## src/rtl/shift_reg_piso_pkg.sv

```systemverilog
// -----------------------------------------------------------------------------
// shift_reg_piso_pkg
// Shared types and helpers for the shift_reg_piso block.
//   state_t   : frame sequencer states (IDLE, SHIFT, DONE)
//   cnt_width : width of a counter that must hold the values 0..width
// -----------------------------------------------------------------------------
package shift_reg_piso_pkg;

  typedef enum logic [1:0] {
    IDLE  = 2'd0,
    SHIFT = 2'd1,
    DONE  = 2'd2
  } state_t;

  // The bit counter has to reach WIDTH itself (not just WIDTH-1).
  function automatic int cnt_width(input int width);
    return $clog2(width + 1);
  endfunction

endpackage

```

## src/rtl/shift_reg_piso_lane.sv

```systemverilog
// -----------------------------------------------------------------------------
// shift_reg_piso_lane
// One serial lane: WIDTH-bit shift register, direction mux, serial output and
// an optional capture register holding the word shifted in during a frame.
//
// Optional feature macro: SHIFT_REG_PISO_CAPTURE_EN
//   defined   : cap holds the post-shift register contents of the final frame
//               shift (the WIDTH serial-in bits of that frame)
//   undefined : cap is constant 0 and no capture register exists
//
// Ports
//   clk      in   clock, rising edge
//   clr      in   synchronous clear of sr and cap (highest priority)
//   load     in   parallel load sr <= d
//   shift    in   shift one position, ds enters at the far end
//   capture  in   final shift of a frame; only asserted together with shift
//   d        in   parallel data for this lane
//   ds       in   serial data in
//   q        out  serial data out
//   q_n      out  complement of q
//   cap      out  captured serial-in word
// -----------------------------------------------------------------------------
module shift_reg_piso_lane
  import shift_reg_piso_pkg::*;
#(
  parameter int WIDTH     = 8,
  parameter bit MSB_FIRST = 1'b1
) (
  input  logic             clk,
  input  logic             clr,
  input  logic             load,
  input  logic             shift,
  input  logic             capture,
  input  logic [WIDTH-1:0] d,
  input  logic             ds,
  output logic             q,
  output logic             q_n,
  output logic [WIDTH-1:0] cap
);

  logic [WIDTH-1:0] sr;
  logic [WIDTH-1:0] sr_shifted;

  // Direction is fixed at elaboration; the output bit is always the end the
  // data moves toward, and ds always enters at the opposite end.
  if (MSB_FIRST) begin : g_msb_first
    assign sr_shifted = {sr[WIDTH-2:0], ds};
    assign q          = sr[WIDTH-1];
  end else begin : g_lsb_first
    assign sr_shifted = {ds, sr[WIDTH-1:1]};
    assign q          = sr[0];
  end

  assign q_n = ~q;

  always_ff @(posedge clk) begin
    if (clr) begin
      sr <= '0;
    end else if (load) begin
      sr <= d;
    end else if (shift) begin
      sr <= sr_shifted;
    end
  end

`ifdef SHIFT_REG_PISO_CAPTURE_EN
  logic [WIDTH-1:0] cap_r;

  // Captures the value sr takes on the same edge, so cap equals the new sr
  // right as DONE rises.
  always_ff @(posedge clk) begin
    if (clr) begin
      cap_r <= '0;
    end else if (capture) begin
      cap_r <= sr_shifted;
    end
  end

  assign cap = cap_r;
`else
  logic unused_capture;
  assign unused_capture = capture;
  assign cap            = '0;
`endif

endmodule

```

## src/rtl/shift_reg_piso.sv

```systemverilog
// -----------------------------------------------------------------------------
// shift_reg_piso
// Parallel-in/serial-out shift register bank of CHAINS lanes sharing one frame
// sequencer. A frame loads D, shifts WIDTH bits out (stalling while CE_n is
// high) and ends with a one-cycle DONE pulse. Manual load/shift is available
// while idle.
//
// Optional feature macro: SHIFT_REG_PISO_CAPTURE_EN (capture of the serial-in
// word at frame end onto CAP; CAP is constant 0 when undefined).
//
// Handshake: START is a request that is only accepted in IDLE, on the edge it
// is sampled high; BUSY rises on that edge and stays high through the DONE
// cycle; DONE is a single-cycle completion pulse; no new request is accepted
// while BUSY is high, and START held high starts the next frame on the edge
// after DONE falls.
//
// Ports
//   CP         in   clock, rising edge
//   MR         in   synchronous active-high reset, aborts any frame
//   D          in   parallel data, lane k = D[k*WIDTH +: WIDTH]
//   DS         in   serial data in, one bit per lane
//   PL         in   manual parallel load (IDLE only)
//   CE_n       in   active-low shift enable (manual shift / frame stall)
//   START      in   frame request
//   Q          out  serial out per lane
//   Q_n        out  complement of Q
//   BUSY       out  frame in progress (SHIFT or DONE)
//   DONE       out  frame-complete pulse
//   CAP        out  captured serial-in word per lane
//   state_dbg  out  current sequencer state
// -----------------------------------------------------------------------------
module shift_reg_piso
  import shift_reg_piso_pkg::*;
#(
  parameter int WIDTH     = 8,
  parameter int CHAINS    = 1,
  parameter bit MSB_FIRST = 1'b1
) (
  input  logic                     CP,
  input  logic                     MR,
  input  logic [CHAINS*WIDTH-1:0]  D,
  input  logic [CHAINS-1:0]        DS,
  input  logic                     PL,
  input  logic                     CE_n,
  input  logic                     START,
  output logic [CHAINS-1:0]        Q,
  output logic [CHAINS-1:0]        Q_n,
  output logic                     BUSY,
  output logic                     DONE,
  output logic [CHAINS*WIDTH-1:0]  CAP,
  output state_t                   state_dbg
);

  localparam int              CW   = cnt_width(WIDTH);
  localparam logic [CW-1:0]   LAST = CW'(WIDTH - 1);

  // The DONE port shadows the package's DONE literal, so states are named
  // through local aliases.
  localparam state_t ST_IDLE  = shift_reg_piso_pkg::IDLE;
  localparam state_t ST_SHIFT = shift_reg_piso_pkg::SHIFT;
  localparam state_t ST_DONE  = shift_reg_piso_pkg::DONE;

  state_t        state;
  logic [CW-1:0] cnt;
  logic          busy_r;
  logic          done_r;

  logic          do_load;
  logic          do_shift;
  logic          do_capture;

  // Sequencer: state, bit counter and the registered BUSY/DONE flags.
  always_ff @(posedge CP) begin
    if (MR) begin
      state  <= ST_IDLE;
      cnt    <= '0;
      busy_r <= 1'b0;
      done_r <= 1'b0;
    end else begin
      case (state)
        ST_IDLE: begin
          if (START) begin
            state  <= ST_SHIFT;
            cnt    <= '0;
            busy_r <= 1'b1;
          end
        end
        ST_SHIFT: begin
          if (!CE_n) begin
            cnt <= cnt + CW'(1);
            // cnt still holds the pre-shift count: this is the WIDTH-th shift.
            if (cnt == LAST) begin
              state  <= ST_DONE;
              done_r <= 1'b1;
            end
          end
        end
        ST_DONE: begin
          state  <= ST_IDLE;
          busy_r <= 1'b0;
          done_r <= 1'b0;
        end
        default: begin
          state  <= ST_IDLE;
          cnt    <= '0;
          busy_r <= 1'b0;
          done_r <= 1'b0;
        end
      endcase
    end
  end

  // Shared lane strobes. In IDLE the priority is START > PL > CE_n, and START
  // and PL both load. DONE ignores every control input.
  always_comb begin
    do_load    = 1'b0;
    do_shift   = 1'b0;
    do_capture = 1'b0;
    case (state)
      ST_IDLE: begin
        if (START || PL) begin
          do_load = 1'b1;
        end else if (!CE_n) begin
          do_shift = 1'b1;
        end
      end
      ST_SHIFT: begin
        if (!CE_n) begin
          do_shift   = 1'b1;
          do_capture = (cnt == LAST);
        end
      end
      default: begin
        do_load    = 1'b0;
        do_shift   = 1'b0;
        do_capture = 1'b0;
      end
    endcase
  end

  for (genvar k = 0; k < CHAINS; k++) begin : g_lane
    shift_reg_piso_lane #(
      .WIDTH     (WIDTH),
      .MSB_FIRST (MSB_FIRST)
    ) u_lane (
      .clk     (CP),
      .clr     (MR),
      .load    (do_load),
      .shift   (do_shift),
      .capture (do_capture),
      .d       (D[k*WIDTH +: WIDTH]),
      .ds      (DS[k]),
      .q       (Q[k]),
      .q_n     (Q_n[k]),
      .cap     (CAP[k*WIDTH +: WIDTH])
    );
  end

  assign BUSY      = busy_r;
  assign DONE      = done_r;
  assign state_dbg = state;

endmodule

```

## config.mk

```make
export PLATFORM = sky130hd
export DESIGN_NAME = shift_reg_piso
export DESIGN_NICKNAME = d
export VERILOG_FILES = /design/src/rtl/shift_reg_piso_pkg.sv /design/src/rtl/shift_reg_piso_lane.sv /design/src/rtl/shift_reg_piso.sv
export SDC_FILE = /design/constraint.sdc
export NUM_CORES = 1
export LEC_CHECK = 0
export CORE_MARGIN = 8
export CORE_UTILIZATION = 46
export CTS_CLUSTER_SIZE = 25
export DETAILED_ROUTE_END_ITERATION = 7
export GPL_TIMING_DRIVEN = 0
export PLACE_DENSITY = 0.89
export SLEW_MARGIN = 40
export SYNTH_ARGS = -nofsm -noshare
export SYNTH_HDL_FRONTEND = slang
export SYNTH_SLANG_ARGS = --single-unit
```

## constraint.sdc

```tcl
create_clock -name CP -period 3.4 [get_ports CP]
set_clock_uncertainty 0.05 [all_clocks]
set_input_delay 0.85 -clock CP [delete_from_list [all_inputs] [get_ports CP]]
set_output_delay 0.85 -clock CP [all_outputs]
set_load 0.1 [all_outputs]
```

==> results.md, run 1 <==
- Slew @ Worst Pin: 0.5097 ns
- CTS resizes: 0
- Placed wire-length estimate: 1.536 mm
- Global Route Usage Sum: 0.1244
- Top post-synthesis cells by area: dfxtp_1 (40%), a311oi_1 (8.8%), buf_4 (8.5%)
- Final net count: 144
- Share of cells above drive strength 1: 0.1641
- Setup Fix Bufs, Post-CTS: 0
- Worst hold-check path type: flip-flop to flip-flop
- Vias in the first global route: 794
- CP Cell Sequence: buf_2
- Final Cell Area: 1042 µm²
- Worst Path Buf+Inv: 1
- Final Hold Fails: 0
- Cell taking the most area after synthesis: dfxtp_1
- Total wire length: 1.995 mm
- LEAKAGE: 0.4247 nW
- Met2 WL: 1.019 mm
- Initial core utilization: 0.4779
- Final setup vio count: 0
- Synth Warn #: 0
- Worst reg2reg startpoint: state_dbg[0]$_SDFFE_PP0P_
- Worst VDD drop: 0.2344 mV
- Hold Crit Start: DONE$_SDFFE_PP0P_
- Cell row count: 15
- Port bufs: 19
- Ys flop type: dfxtp_1
- RSZ-0062 raised after global routing: no
- Largest net degree at the start of global routing: 11
- Crit path max-delay cell type: dfxtp_1
- Top Layer Used: met4
- H-tree depth: 1
- Fin crit period: 2.150 ns
- GRT Residual Overflow: 0
- RR Endpoint: g_lane[0].u_lane.sr[1]$_SDFFE_PP0P_
- Cell Pwr Density: 446.5 nW/µm²
- Setup TNS: 0 ns
- R2R depth: 5
- Clock transition at path regs: 0.10 ns
- Met1 WL: 841 µm
- Maximum root-to-sink buffer count: 2
- Fmax: 465.2 MHz
- Cells after synthesis: 98
- Area Overhead vs Synth: 30.56%
- Crit Path Category: flip-flop to output pin
- First DRT Iteration DRCs: 15
- DR WL/cell: 13.76 µm
- Comb power frac: 0.288
- Async SR Flop Fraction: 0
- Number of diodes: 0
- CTS sink cnt: 16
- Core area: 1670 µm²
- Endpoint class of the critical path: output pin
- Met3 wire len: 121 µm
- Gp weighted congestion: 0.8005
- Cell area after synthesis: 798.3 µm²
- Final slew viol count: 0
- Register area share after synthesis: 0.4013
- Clk pwr share: 0.270
- DP Area: 1006 µm²
- Crit path DAT: 1.25 ns
- # IOs: 28
- Run status: finished, final reports clean
- Post-Layout Cell Count: 145
- CTS tree: built
- Hold buffers post-CTS: 0
- CP startpoint kind: flip-flop
- Die area: 3324 µm²
- Min Hold Slack: 0.4141 ns
- Tcrit/Tclk final: 0.6323
- Drt drc: 0
- Fillers: 153
- Vias/cell: 5.310
- Die height: 57.66 µm
- Multi-input gate area: 410.4 µm²
- Yosys top cell area share: 0.4013
- Clock Latency Late Sink: 0.29 ns
- Synth Area per Inst: 8.146 µm²
- First-pass GRT wire length: 3.360 mm
- Post-synth EDFFs: 0
- Die X: 57.66 µm
- Root buf cell: clkbuf_4
- Synth cell types: 25
- Max-slew headroom: 0.6589
- Most frequent cells in the layout: dfxtp_1 (16), clkdlybuf4s50_1 (13), nor2_1 (11)
- Worst-case hold path end point: DONE$_SDFFE_PP0P_
- Worst Hold Depth: 1
- Net switching power: 0.0001644 W
- #FFs+latches synth: 16
- Power Internal: 0.0003010 W
- Initial antenna violation count: 0
- CP max stage delay: 0.48 ns
- CTS Buf Count: 3
- Max cap viols: 0
- Via count: 770
- Reg power frac: 0.442
- Commonest non-fill, non-tap cell in the layout: dfxtp_1
- Post-route ant nets: 0
- Crit-path max FO: 9
- Placed Instances: 141
- Drt pass-1 iters: 4
- Delay-heaviest family, CP: flip-flops
- Reg2reg setup slack: 1.88 ns
- FF/Latch Area: 320.3 µm²
- Core Util, Final: 0.6240
- Switch share: 0.3532
- Required time worst endpoint: 2.50 ns
==> metrics by stage <==
stage	power [W]	setup WS, ns
global route	0.0004838	1.192
detailed placement	0.0003429	1.008
global placement	0.0003439	0.8551
CTS	0.0004688	1.240
finish	0.0004653	1.250
floorplan	0.0003132	0.8740
==> layout make-up <==
class | count | area share
Buffer | 12 | 0.07563
Clock buffer | 4 | 0.03481
Inverter | 4 | 0.01441
Multi-Input combinational cell | 73 | 0.3938
Sequential cell | 16 | 0.3073
Tap cell | 17 | 0.02041
Timing Repair Buffer | 19 | 0.1537
==> synth_stat cells (2+ instances only) <==
master    number
nor3_1         2
clkbuf_1       3
inv_1          4
buf_4          9
nand2b_1       2
o21ai_0       10
xnor2_1        2
nor2_1        11
a311oi_1       8
nand3_1        5
nand2_1        8
dfxtp_1       16
a21oi_1        6
==> cell families after synthesis <==
kind of cell	Yosys count	share of synthesized area
other	1	0.004698
buffers and inverters	16	0.1175
and+or+nand+nor	32	0.1850
xor gates and xnor gates	2	0.02195
AOI/OAI and AO/OA	29	0.2398
muxes	1	0.01411
adders and majority gates	1	0.01567
DFF	16	0.4013
==> worst max-delay path by stage <==
stage / startpoint / end / cells after the start
finish: state_dbg[0]$_SDFFE_PP0P_ / state_dbg[0] / 1
global route: state_dbg[1]$_SDFFE_PP0P_ / state_dbg[1] / 1
CTS: state_dbg[0]$_SDFFE_PP0P_ / state_dbg[0] / 1
detailed placement: START / g_lane[0].u_lane.sr[1]$_SDFFE_PP0P_ / 5
global placement: state_dbg[1]$_SDFFE_PP0P_ / state_dbg[1] / 1
floorplan: g_lane[0].u_lane.sr[7]$_SDFFE_PP0P_ / Q_n / 1
==> metal layers <==
layer | GRT usage | vias up
met5 | 0 | -
met4 | 0.05245 | 0
met3 | 0.03311 | 2
met2 | 0.2299 | 22
met1 | 0.1287 | 352
li1 | - | 394
==> sequential cells by signal, summed over array words and instances, names as in the netlist <==
register	cells
BUSY	1
DONE	1
cnt	4
g_lane.u_lane.sr	8
state_dbg	2
==> power groups by stage <==
stage	clock (W)	combinational [W]	sequential [W]
final	0.000126	0.000134	0.000206
after global routing	0.000135	0.000141	0.000208
after CTS	0.000129	0.000133	0.000206
after detailed placement	0	0.000133	0.000210
after global placement	0	0.000134	0.000209
after floorplan	0	0.0000843	0.000229
Note: power is estimated with default switching activity, not from simulation.
==> inputs of run 2 (changes only) <==
CORE_UTILIZATION = 43   (was 46)
PLACE_DENSITY = 0.85   (was 0.89)
clock period = 2 ns   (was 3.4 ns; I/O delays follow)
==> run 2 against run 1 <==
  * Sequential cell count unchanged
  * Worst setup slack worse by 0.98 ns
  * Via count up 0.39%
  * Highest routed layer unchanged
==> results.md, run 2 (synthesis results as in run 1) <==
- Run status: finished, final reports clean
- Worst Path Buf+Inv: 2 (+1)
- CTS Buf Count: 3 (unchanged)
- Final net count: 144 (unchanged)
- GRT Residual Overflow: 0 (unchanged)
- Core area: 1745 µm² (+4.5%)
- Number of diodes: 0 (unchanged)
- Clock Latency Late Sink: 0.28 ns (about the same)
- Drt drc: 0 (unchanged)
- CTS sink cnt: 16 (unchanged)
- First-pass GRT wire length: 3.132 mm (-6.8%)
- Hold buffers post-CTS: 0 (unchanged)
- CP max stage delay: 0.48 ns (about the same)
- Cell row count: 15 (unchanged)
- Setup TNS: 0 ns (unchanged)
- Largest net degree at the start of global routing: 11 (unchanged)
- Final slew viol count: 0 (unchanged)
- Root buf cell: clkbuf_4
- Via count: 773 (+0.39%)
- Crit-path max FO: 10 (+1)
- Area Overhead vs Synth: 32.76%
- Tcrit/Tclk final: 0.8664
- Core Util, Final: 0.6072 (-0.01680)
- Final Hold Fails: 0 (unchanged)
- Post-route ant nets: 0 (unchanged)
- Worst VDD drop: 0.4142 mV (+77%)
- Endpoint class of the critical path: flip-flop
- Met1 WL: 861 µm (+2.4%)
- RSZ-0062 raised after global routing: no
- Clock transition at path regs: 0.09 ns (about the same)
- Most frequent cells in the layout: dfxtp_1 (13), clkdlybuf4s50_1 (13), nor2_1 (11)
- DR WL/cell: 12.52 µm (-9.0%)
- Vias/cell: 5.052 (-4.9%)
- First DRT Iteration DRCs: 27 (+12)
- Gp weighted congestion: 0.8075 (+0.87%)
- # IOs: 28 (unchanged)
- Drt pass-1 iters: 5 (+1)
- Die area: 3491 µm² (+5.0%)
- Top Layer Used: met4
- Max reg flops: 8 (unchanged)
- Initial core utilization: 0.4573 (-0.02055)
- Share of cells above drive strength 1: 0.1953 (+0.03125)
- Delay-heaviest family, CP: buffers and inverters
- Port bufs: 19 (unchanged)
- Vias in the first global route: 730 (-8.1%)
- Crit path DAT: 1.87 ns (+0.62 ns)
- Crit Path Category: primary input to flip-flop
- Final setup vio count: 0 (unchanged)
- CTS resizes: 0 (unchanged)
- Placed wire-length estimate: 1.509 mm (-1.8%)
- H-tree depth: 1 (unchanged)
- Max cap viols: 0 (unchanged)
- Initial antenna violation count: 0 (unchanged)
- CP Cell Sequence: clkdlybuf4s50_1 > o211ai_2 > buf_4 > nor2_1 > a311oi_1
- Biggest register: g_lane.u_lane.sr
- LEAKAGE: 0.4232 nW (-0.34%)
- Required time worst endpoint: 2.14 ns (-0.36 ns)
- Total wire length: 1.916 mm (-4.0%)
- Cell Pwr Density: 744.3 nW/µm² (+67%)
- Worst hold-check path type: flip-flop to flip-flop
- Die X: 59.09 µm (+2.5%)
- Met3 wire len: 95 µm (-21%)
- Min Hold Slack: 0.4156 ns (+0.001511 ns)
- Maximum root-to-sink buffer count: 2 (unchanged)
- Fmax: 577.1 MHz
- Fin crit period: 1.733 ns
- CP startpoint kind: primary input
- Die height: 59.09 µm (+2.5%)
- Global Route Usage Sum: 0.1143 (-0.01003)
- Met2 WL: 917 µm (-10%)
- Setup Fix Bufs, Post-CTS: 0 (unchanged)
- Crit path max-delay cell type: clkdlybuf4s50_1
- CTS tree: built
[run 2: cell count changes in the layout (fill, tap and decap cells not counted), sizes merged]
cell and delta:
clkinvlp +1, inv -1
[run 2: final timing paths]
kind	start	to	slack, ns	depth (start not counted)
worst max-delay path	START	g_lane[0].u_lane.sr[1]$_SDFFE_PP0P_	0.27	5
worst min-delay path	DONE$_SDFFE_PP0P_	DONE$_SDFFE_PP0P_	0.42	1
worst max register to register	state_dbg[0]$_SDFFE_PP0P_	g_lane[0].u_lane.sr[1]$_SDFFE_PP0P_	0.60	5
worst min register to register	DONE$_SDFFE_PP0P_	DONE$_SDFFE_PP0P_	0.42	1
[run 2: final cells by class]
| class | count | area [µm²] |
|---|---|---|
| repair buffers | 19 | 160.2 |
| clock buffers | 4 | 36.28 |
| multi-input cells | 73 | 410.4 |
| flip-flops and latches | 16 | 324.1 |
| fillers | 153 | 685.7 |
| inverters | 4 | 18.77 |
| well taps | 25 | 31.28 |
| plain buffers | 12 | 78.83 |
[run 2: per-layer routing]
layer / vias to the layer above / global-route usage
li1: 396 / -
met1: 349 / 0.1342
met2: 24 / 0.1838
met3: 4 / 0.02169
met4: 0 / 0.07509
met5: - / 0
[run 2: worst register-to-register path, delay by kind of cell (launching register included)]
| kind | cells | cell delay [ns] |
|---|---|---|
| AO/OA/AOI/OAI | 2 | 0.42 |
| flip-flops | 1 | 0.41 |
| buffers and inverters | 2 | 0.37 |
| AND/OR/NAND/NOR | 1 | 0.05 |
[run 2: power breakdown]
| part | internal [W] | switching, W | total [W] |
|---|---|---|---|
| Clock | 0.000111 | 0.0000990 | 0.000210 |
| Sequential | 0.000338 | 0.0000132 | 0.000351 |
| Combinational | 0.0000639 | 0.000164 | 0.000228 |
[run 2: per-stage QoR]
step           setup WS (ns)  cell area (µm²)  instances  total power, W
2_1_floorplan         0.1783            832.0        105       0.0005347
3_3_place_gp        -0.08749             1054        149       0.0005870
3_5_place_dp        -0.01659             1023        149       0.0005849
4_1_cts               0.2772             1060        153       0.0007907
5_1_grt               0.1650             1060        153       0.0008247
6_report              0.2671             1060        153       0.0007888
